**src/rtl/seg_pkg.sv**
```systemverilog
// Shared constants for the seven-segment scan decoder: active-low segment
// patterns ({g,f,e,d,c,b,a}) and the 5-bit character codes they decode to.
package seg_pkg;

  localparam int NumDigits = 4;

  typedef logic [6:0] seg_pat_t;
  typedef logic [4:0] char_code_t;
  typedef logic [NumDigits-1:0][6:0] frame_t;
  typedef logic [NumDigits-1:0][4:0] code_frame_t;

  // Index h holds the active-low pattern of hex digit h.
  localparam seg_pat_t SegHex [16] = '{
    7'h40, 7'h79, 7'h24, 7'h30, 7'h19, 7'h12, 7'h02, 7'h78,
    7'h00, 7'h10, 7'h08, 7'h03, 7'h46, 7'h21, 7'h06, 7'h0E
  };
  localparam seg_pat_t SegL     = 7'h47;
  localparam seg_pat_t SegBlank = 7'h7F;
  localparam frame_t   FrameBlank = {NumDigits{SegBlank}};

  localparam char_code_t CodeOne   = 5'd1;
  localparam char_code_t CodeA     = 5'd10;
  localparam char_code_t CodeF     = 5'd15;
  localparam char_code_t CodeL     = 5'd16;
  localparam char_code_t CodeBlank = 5'd17;
  localparam char_code_t CodeBad   = 5'd31;

endpackage

```
**src/rtl/seg_scan_decoder_if.sv**
```systemverilog
// Bus between a multiplexed seven-segment display scan and its decoder.
interface seg_scan_decoder_if;
  logic [3:0]  an;
  logic [6:0]  seg;
  logic [27:0] digits;
  logic [19:0] codes;
  logic        frame_valid;
  logic        fail_seen;
  logic        anode_err;

  modport master (
    output an, seg,
    input  digits, codes, frame_valid, fail_seen, anode_err
  );
  modport slave (
    input  an, seg,
    output digits, codes, frame_valid, fail_seen, anode_err
  );
endinterface

```
**src/rtl/seg_char_decode.sv**
```systemverilog
// Purely combinational map from one active-low segment pattern to its character code.
module seg_char_decode
  import seg_pkg::*;
(
  input  seg_pat_t   pat_i,
  output char_code_t code_o
);
  always_comb begin
    code_o = CodeBad;
    if (pat_i == SegL) begin
      code_o = CodeL;
    end else if (pat_i == SegBlank) begin
      code_o = CodeBlank;
    end else begin
      for (int h = 0; h < 16; h++) begin
        if (pat_i == SegHex[h]) code_o = 5'(h);
      end
    end
  end
endmodule

```
**src/rtl/seg_scan_decoder.sv**
```systemverilog
// Snoops a 4-digit multiplexed LED scan, rebuilds the displayed frame and
// publishes it once it has been seen unchanged for STABLE_FRAMES frames.
module seg_scan_decoder
  import seg_pkg::*;
#(
  parameter int unsigned SETTLE_CYCLES = 4,
  parameter int unsigned STABLE_FRAMES = 2
) (
  input logic               clock,
  input logic               reset,
  seg_scan_decoder_if.slave bus
);
  localparam logic [3:0] Settle = 4'(SETTLE_CYCLES);
  localparam logic [2:0] Stable = 3'(STABLE_FRAMES);

  logic [3:0]           an_q, prev_an_q;
  seg_pat_t             seg_q;
  logic [3:0]           dwell_q, dwell_d;
  logic [NumDigits-1:0] mark_q, mark_d;
  frame_t               shadow_q, shadow_d, frame_q, frame_d, digit_q, digit_d;
  logic [2:0]           match_q, match_d;
  logic                 valid_q, valid_d, err_q, err_d;
  logic                 single, multi, restart, capture, complete, load;
  logic [1:0]           slot;
  code_frame_t          code_w;

  always_comb begin
    single  = $onehot(~an_q);
    multi   = (an_q != 4'hF) && !single;
    restart = (an_q != prev_an_q);
    slot    = 2'd0;
    for (int i = 0; i < NumDigits; i++) begin
      if (!an_q[i]) slot = 2'(i);
    end

    dwell_d = dwell_q;
    if (!single)                dwell_d = 4'd0;
    else if (restart)           dwell_d = 4'd1;
    else if (dwell_q != 4'hF)   dwell_d = dwell_q + 4'd1;
    // Only the cycle the count first reaches Settle samples, even when saturated.
    capture = single && (dwell_d == Settle) && (restart || dwell_q != Settle);

    complete = &mark_q;
    mark_d   = complete ? '0 : mark_q;
    shadow_d = shadow_q;
    frame_d  = frame_q;
    match_d  = match_q;
    if (complete) begin
      frame_d = shadow_q;
      if (shadow_q == frame_q) match_d = (match_q == Stable) ? match_q : match_q + 3'd1;
      else                     match_d = 3'd1;
    end
    if (capture) begin
      shadow_d[slot] = seg_q;
      mark_d[slot]   = 1'b1;
    end

    load    = (match_q == Stable) && (frame_q != digit_q);
    digit_d = load ? frame_q : digit_q;
    valid_d = load;
    err_d   = err_q | multi;
  end

  always_ff @(posedge clock) begin
    if (reset) begin
      an_q      <= 4'hF;
      prev_an_q <= 4'hF;
      seg_q     <= SegBlank;
      dwell_q   <= 4'd0;
      mark_q    <= '0;
      shadow_q  <= FrameBlank;
      frame_q   <= FrameBlank;
      match_q   <= 3'd0;
      digit_q   <= FrameBlank;
      valid_q   <= 1'b0;
      err_q     <= 1'b0;
    end else begin
      an_q      <= bus.an;
      prev_an_q <= an_q;
      seg_q     <= bus.seg;
      dwell_q   <= dwell_d;
      mark_q    <= mark_d;
      shadow_q  <= shadow_d;
      frame_q   <= frame_d;
      match_q   <= match_d;
      digit_q   <= digit_d;
      valid_q   <= valid_d;
      err_q     <= err_d;
    end
  end

  for (genvar i = 0; i < NumDigits; i++) begin : g_dec
    seg_char_decode u_dec (
      .pat_i  (digit_q[i]),
      .code_o (code_w[i])
    );
  end

  assign bus.digits      = digit_q;
  assign bus.codes       = code_w;
  assign bus.frame_valid = valid_q;
  assign bus.anode_err   = err_q;
  assign bus.fail_seen   = (code_w == {CodeF, CodeA, CodeOne, CodeL});
endmodule

```
**src/flat_wrapper.sv**
```systemverilog
// flat-port wrapper written by rule: the top's interface ports become plain ports
module seg_scan_decoder_flat import seg_pkg::*;
#(
  parameter int unsigned SETTLE_CYCLES = 4,
  parameter int unsigned STABLE_FRAMES = 2
)
  (clock, reset, bus_an, bus_seg, bus_digits, bus_codes, bus_frame_valid, bus_fail_seen, bus_anode_err);
  seg_scan_decoder_if bus_i ();
  input logic clock;
  input logic reset;
  input wire logic [$bits(bus_i.an)-1:0] bus_an;
  input wire logic [$bits(bus_i.seg)-1:0] bus_seg;
  output wire logic [$bits(bus_i.digits)-1:0] bus_digits;
  output wire logic [$bits(bus_i.codes)-1:0] bus_codes;
  output wire logic [$bits(bus_i.frame_valid)-1:0] bus_frame_valid;
  output wire logic [$bits(bus_i.fail_seen)-1:0] bus_fail_seen;
  output wire logic [$bits(bus_i.anode_err)-1:0] bus_anode_err;
  assign bus_i.an = bus_an;
  assign bus_i.seg = bus_seg;
  assign bus_digits = bus_i.digits;
  assign bus_codes = bus_i.codes;
  assign bus_frame_valid = bus_i.frame_valid;
  assign bus_fail_seen = bus_i.fail_seen;
  assign bus_anode_err = bus_i.anode_err;
  seg_scan_decoder #(.SETTLE_CYCLES(SETTLE_CYCLES), .STABLE_FRAMES(STABLE_FRAMES)) u_core (.clock(clock), .reset(reset), .bus(bus_i));
endmodule
```
**config.mk**
```make
export PLATFORM = sky130hd
export DESIGN_NAME = seg_scan_decoder_flat
export DESIGN_NICKNAME = d
export VERILOG_FILES = /design/src/rtl/seg_pkg.sv /design/src/rtl/seg_scan_decoder_if.sv /design/src/rtl/seg_char_decode.sv /design/src/rtl/seg_scan_decoder.sv /design/src/flat_wrapper.sv
export SDC_FILE = /design/constraint.sdc
export NUM_CORES = 1
export LEC_CHECK = 0
export ABC_AREA = 1
export CORE_AREA = 2 2 141 88
export CTS_BUF_LIST = sky130_fd_sc_hd__clkbuf_4
export CTS_CLUSTER_SIZE = 20
export DETAILED_ROUTE_END_ITERATION = 8
export DIE_AREA = 0 0 143 90
export PLACE_DENSITY = 0.87
export SYNTH_ARGS = -nofsm -noshare
export SYNTH_HDL_FRONTEND = slang
export SYNTH_SLANG_ARGS = --single-unit
```
**constraint.sdc**
```tcl
create_clock -name clock -period 5.6 [get_ports clock]
set_input_delay 0.56 -clock clock [delete_from_list [all_inputs] [get_ports clock]]
set_output_delay 0.56 -clock clock [all_outputs]
set_load 0.005 [all_outputs]
```
Word-level counts from Yosys, hierarchy flattened --
Cells that the tools add are included.
Word-level totals: output and inout bits 51, memory bits (read-only) 0, memories kept 0, latch bits 0, logic and storage cells 209, input port bits 13, bits in registers 112, bits in writable memories 0
Cells by class: magnitude comparators 2, reduce and logical (&&, ||, !) cells 13, shifts and indexed selects 0, bitwise operators 3, muxes and demuxes 87, $mul 0, equality and inequality tests 79, divide/modulo/power cells 0, $add $sub $neg 5
Operator list (number):
- $mux W5 | 72
- $eq A7 B7 Y1 const B | 24
- $eq A7 B5 Y1 const B | 12
- $eq A7 B6 Y1 const B | 12
- $eq A7 B2 Y1 const B | 8
- $eq A7 B4 Y1 const B | 8
- $bwmux W28 | 1
- $eq A28 B28 Y1 | 1
- $eq A7 B3 Y1 const B | 4
- $logic_not A7 Y1 | 4
- $ne A28 B28 Y1 | 1
- $eq A20 B19 Y1 const B | 1
- $mux W4 | 5
- $demux W7 S2 | 1
- $ne A4 B4 Y1 const B | 2
- $mux W7 | 1
- $mux W3 | 2
- $logic_and A1 B1 Y1 | 5
- $reduce_and A5 Y1 | 1
- $add A1 B1 Y2 | 2
- $add A4 B1 Y4 const B | 1
- $eq A4 B3 Y1 const B | 1
- $mux W2 | 2
- $ne A4 B3 Y1 const B | 1
- other kinds (16) | 17

Longest topological paths before layout --
depth after elaboration 20, depth in mapped cells 13, mapped depth without buffers 13

Cells and area by module --
Synthesis repeated with hierarchy kept, for this count alone.
Unflattened totals: cells, all modules 985, area, all modules 6437.4 µm²
Modules (own cells, without submodules):
- seg_scan_decoder | cells an instance 709, sequential area each 2242.2 µm², instances 1, area an instance 5151.2 µm²
- seg_char_decode | cells an instance 69, sequential area each 0.0 µm², instances 4, area an instance 321.6 µm²

Worst setup path after synthesis --
Ideal clock, no wire load.
kind register to register, start point register u_core.an_q[2], end point register u_core.shadow_q[21] in the netlist's numbering, setup time 0.134 ns, slack 2.926 ns, period minus slack after synthesis 2.674 ns, data required time 5.466 ns, arrival 2.540 ns, stages on the path, launching flop included 13, path buffers 0, cells stage by stage dfxtp_1 inv_1 ha_1 ha_1 fa_1 nor3_4 inv_1 nor2_8 nand3_4 a21oi_4 nand3_4 nand2_1 nand3_1
On the way: longest elaborated chain between the ends 8, elaborated cells between the ends (all ways) 19, those cells by class add/sub: 2; order compare: 2; eq/ne: 3; mux: 7; bitwise: 1; reduce/logical: 4
RTL lines:
- start: declaration | RTL line seg_scan_decoder.sv:16 | logic [3:0] an_q, prev_an_q;
- start signal: assignment | RTL line seg_scan_decoder.sv:78 | an_q <= bus.an;
- $not A4 Y4 | RTL line seg_scan_decoder.sv:28 | single = $onehot(~an_q);
- $add A1 B1 Y2 (implied by the code) | RTL line seg_scan_decoder.sv:28
- $add A3 B3 Y3 (implied by the code) | RTL line seg_scan_decoder.sv:28
- $eq A3 B1 Y1 | RTL line seg_scan_decoder.sv:28
- $mux W4 | RTL line seg_scan_decoder.sv:37 | if (!single) dwell_d = 4'd0;
- $eq A4 B3 Y1 | RTL line seg_scan_decoder.sv:41 | capture = single && (dwell_d == Settle) && (restart || dwell_q != Settle);
- $logic_and A1 B1 Y1 (2 in a row) | RTL line seg_scan_decoder.sv:41
- end signal: assignment | RTL line seg_scan_decoder.sv:71 | shadow_q <= FrameBlank;
- end signal: assignment | RTL line seg_scan_decoder.sv:83 | shadow_q <= shadow_d;
- end: declaration | RTL line seg_scan_decoder.sv:20 | frame_t shadow_q, shadow_d, frame_q, frame_d, digit_q, digit_d;
Parallel ways exist; a longest one is shown, timed or not. A chain may end at the register's enable or synchronous reset.

Worst setup path in the final report --
start point register u_core.digit_q (netlist bit u_core.bus.digits[21]), end point output bus_fail_seen
On the way: longest elaborated chain between the ends 20, elaborated cells between the ends (all ways) 37, those cells by class eq/ne: 18; mux: 18; reduce/logical: 1
RTL lines:
- start: declaration | RTL line seg_scan_decoder.sv:20
- start signal: assignment | RTL line seg_scan_decoder.sv:74 | digit_q <= FrameBlank;
- start signal: assignment | RTL line seg_scan_decoder.sv:86 | digit_q <= digit_d;
- $eq A7 B7 Y1 | RTL line seg_char_decode.sv:16 | if (pat_i == SegHex[h]) code_o = 5'(h);
- $mux W5 (16 in a row) | RTL line seg_char_decode.sv:16
- $mux W5 | RTL line seg_char_decode.sv:12 | end else if (pat_i == SegBlank) begin
- $mux W5 * | RTL line seg_char_decode.sv:10 | if (pat_i == SegL) begin
- $eq A20 B19 Y1 * | RTL line seg_scan_decoder.sv:103 | assign bus.fail_seen = (code_w == {CodeF, CodeA, CodeOne, CodeL});
- end: declaration | RTL line flat_wrapper.sv:16 | output wire logic [$bits(bus_i.fail_seen)-1:0] bus_fail_seen;
Every way passes the cells marked *; elsewhere a longest branch is shown, timed or not.

==> key figures <==
Status
  • Status: completed

Logic synthesis
  • FF+latch count, synth: 112
  • Cells after Synth: 921
  • Most frequent cells after synthesis: 225 x nand2_1, 115 x nor2_1, 112 x dfxtp_1, 106 x inv_1, 63 x nand3_1
  • Count of different cell masters after synthesis: 37
  • Main synth FF type: dfxtp_1
  • Post-synth EDFFs: 0
  • Syn_nets: roughly 950
  • Largest cells by area after synthesis: dfxtp_1 36%, nand2_1 13%, nor2_1 6.9%
  • Register area share after synthesis: between 30% and 40%
  • Cell taking the most area after synthesis: dfxtp_1
  • Most frequent cell after synthesis: nand2_1
  • Asr flop ratio synth: 0%
  • Ys Warns: 0
  • Synth Cell Area: 6260 sq um
  • Syn Area/Cell: ~6.8 sq um
  • Top cell type's share of synthesized area: 35.8%

STA
  • Slew margin rel.: 25.0%
  • Max-slew violations: 0
  • Worst Tran Pin Value: 1.12 ns
  • Fmax: 306 MHz
  • Unrepaired setup endpoints after global routing: no
  • Setup TNS: 0 ns
  • Final setup viols: 0
  • Final Hold Viols: 0
  • Min Tclk post-route: about 3.3 ns
  • Period utilization: approximately 60%
  • Skew final: 0.0260 ns

Route
  • Final WL: 15100 um
  • DR vias/cell: 5.38
  • Drt first-iter violations: 573
  • Drt drc: 0
  • Number of routed nets with antenna violations: 0
  • DR vias: ~6.1k
  • DR WL/cell: around 13 um
  • Pre-antenna DRT Iters: 5

Floorplan
  • I/O pin cnt: 64
  • Cell row count: 31
  • Die height: 90 um
  • Total core area: 11700 sq um
  • Initial Util: 53.6%
  • Die Wd: 143 um
  • Area of the die: 12900 sq um

Setup path
  • Capturing point of the worst reg2reg path: u_core.shadow_q[1]
  • Critical path depth: 13
  • WP data required: between 5 and 6 ns
  • CP endpoint: bus_fail_seen
  • Startpoint Class: register
  • Slowest library cell on the worst path: dfxtp_1
  • Crit path buf inv count: 2
  • Crit path arrival time: around 2.7 ns
  • CP endpoint kind: output port
  • Worst path top cell family by delay: simple AND/OR/NAND/NOR gates
  • Worst Reg-to-Reg Cells: 12
  • CP max stage delay: 0.54 ns
  • Critical path, cell by cell: nor2_2 > nand2_1 > nor2_1 > nor2_1 > nand2_1 > inv_1 > nand2_1 > nor2_2 > nand2_1 > nor2_1 > nand3_1 > nor2_1 > clkdlybuf4s50_1
  • R2r setup slk: 2.49 ns
  • CP Launch Point: u_core.bus.digits[21]
  • FF-to-FF Start: u_core.an_q[2]
  • Critical path fanouts, max: 8
  • Crit Path Class: register to output port

Placement
  • Placer Congestion: 0.915
  • # port buffers: 63
  • Final HPWL DP: between 10000 and 15000 um
  • Placed cell areas: 6970 sq um

Power and ir drop
  • Flop pwr share: 62.5%
  • Max VDD drop: 0.000137 V
  • Internal Power: 0.977 mW
  • Clock power frac: between 30% and 40%
  • Switching share of power: 25.0%
  • Leak: 3.70 nW
  • Psw: 0.325 mW
  • Pwr dens: 183 nW/um^2
  • Comb power frac: 5.6%

CTS
  • Post-CTS setup repair buffer count: 0
  • Worst skew pair latency: ~0.48 ns
  • Deepest clock path buffer count: 2
  • Resize count post-CTS: 0
  • Clock root cell: clkbuf_4
  • H-Tree Depth: 3
  • Clock Pin Slew Worst Setup and Hold Paths: 0.18 ns
  • TritonCTS clock tree: yes
  • CTS Sinks: about 110
  • CTS Buf Count: 9
  • CTS Hold Buffers Added: 0

Finish
  • Nets@finish: 992
  • Post-route cell area: slightly above 7000 sq um
  • Ant diodes: 0
  • Share of layout cells above drive strength 1: 5.14%
  • Area Growth Syn to Fin: 13.7%

GRT
  • Total track usage: about 24%
  • Global route overflow: 0
  • Via count of the first global-routing pass: approximately 5.6k
  • Initial antenna violation count: 0
  • First-pass GRT wire length: about 26000 um
  • Pin count of the biggest net entering global routing: 63
  • Gr busiest metal: met2
  • GR met2 Demand/Resource: 37.2%
  • Grt met3 use: 4.10%
  • GR Layer Usage met1: 35.3%

Min path
  • Hold Crit Class: register to register
  • Hold Path Stages: 2

Run
  • Max-cap violations: 0
per-layer routing:
metal / wire length (um) / share of wire, %
met1: 7550 / 50
met2: 6390 / 42
met3: 1040 / 6.9
met4: 121 / 0.80
met5: 0 / 0
registers in the layout (all words and copies together) (netlist names):
name and count:
u_core.an_q 4, u_core.frame_q 28, u_core.bus.frame_valid 1, u_core.bus.digits 28
u_core.bus.anode_err 1, u_core.dwell_q 4, u_core.mark_q 4, u_core.prev_an_q 4
u_core.seg_q 7, u_core.match_q 3, u_core.shadow_q 28
power by group through the flow:
stage	Clock (mW)	Combinational, mW	Sequential [mW]
global placement	0	0.0706	0.830
detailed placement	0	0.0726	0.831
global route	0.450	0.0818	0.816
CTS	0.421	0.0729	0.814
floorplan	0	0.0517	0.827
finish	0.414	0.0732	0.814
metrics by stage:
stage	setup WS [ns]	cells	util, %	power, mW	hold slack [ns]
after floorplan	2.93	921	-	0.879	0.445
after global placement	2.68	1122	59.7	0.901	0.458
after detailed placement	2.51	1122	59.7	0.903	0.461
after CTS	2.33	1138	60.9	1.31	0.482
after global routing	2.09	1138	60.9	1.35	0.497
final	2.33	1138	60.9	1.30	0.483
cell families after synthesis:
family	Yosys count	synth area share (%)
fa+ha+maj	11	2.32
xor+xnor	45	6.30
compound gates	113	10.6
simple gates	502	36.0
flops	112	35.8
buf+inv	138	8.90
how the worst min path moves through the flow:
| stage | startpoint | end | slack, ns |
|---|---|---|---|
| after global placement | u_core.mark_q[3] | u_core.mark_q[3] | 0.46 |
| after CTS | u_core.mark_q[1] | u_core.mark_q[1] | 0.48 |
| after global routing | u_core.mark_q[2] | u_core.mark_q[2] | 0.50 |
| final | u_core.mark_q[1] | u_core.mark_q[1] | 0.48 |
| after detailed placement | u_core.mark_q[1] | u_core.mark_q[1] | 0.46 |
| after floorplan | u_core.mark_q[2] | u_core.mark_q[2] | 0.45 |
cells in the final DEF, fill, tap and decap left out, types with 3 or more instances in the layout:
| cell | netlist | final |
|---|---|---|
| ha_1 | 10 | 10 |
| nand4_1 | 41 | 41 |
| xor2_1 | 24 | 24 |
| nand2_1 | 225 | 224 |
| nand3_4 | 3 | 3 |
| nor2_1 | 115 | 115 |
| clkbuf_4 | 0 | 10 |
| nand3_1 | 63 | 63 |
| clkdlybuf4s50_1 | 0 | 63 |
| xnor2_1 | 21 | 21 |
| clkinv_4 | 2 | 3 |
| a21oi_1 | 40 | 40 |
| inv_1 | 106 | 106 |
| o21ai_0 | 39 | 39 |
| or2_2 | 15 | 15 |
| o211ai_1 | 28 | 28 |
| nor3_1 | 26 | 26 |
| dfxtp_1 | 112 | 112 |
worst reg2reg max path, stage by stage (launching register included):
cell     delay, ns
dfxtp_1       0.41
inv_1         0.10
ha_1          0.31
ha_1          0.20
fa_1          0.48
nor3_4        0.27
inv_1         0.17
nor2_8        0.17
nand3_4       0.10
nor2_4        0.33
nand3_2       0.24
nand2_1       0.11
nand3_1       0.07
final cells by class:
type,instances,area [sq um]
Clock inverter,6,66.3
Timing Repair Buffer,65,646
Tap cell,165,206
Multi-Input combinational cell,671,3460
Sequential cell,112,2240
Clock buffer,10,75.1
Inverter,109,419
Fill cell,1066,4560
No activity file was read; power rests on OpenSTA's default activity.
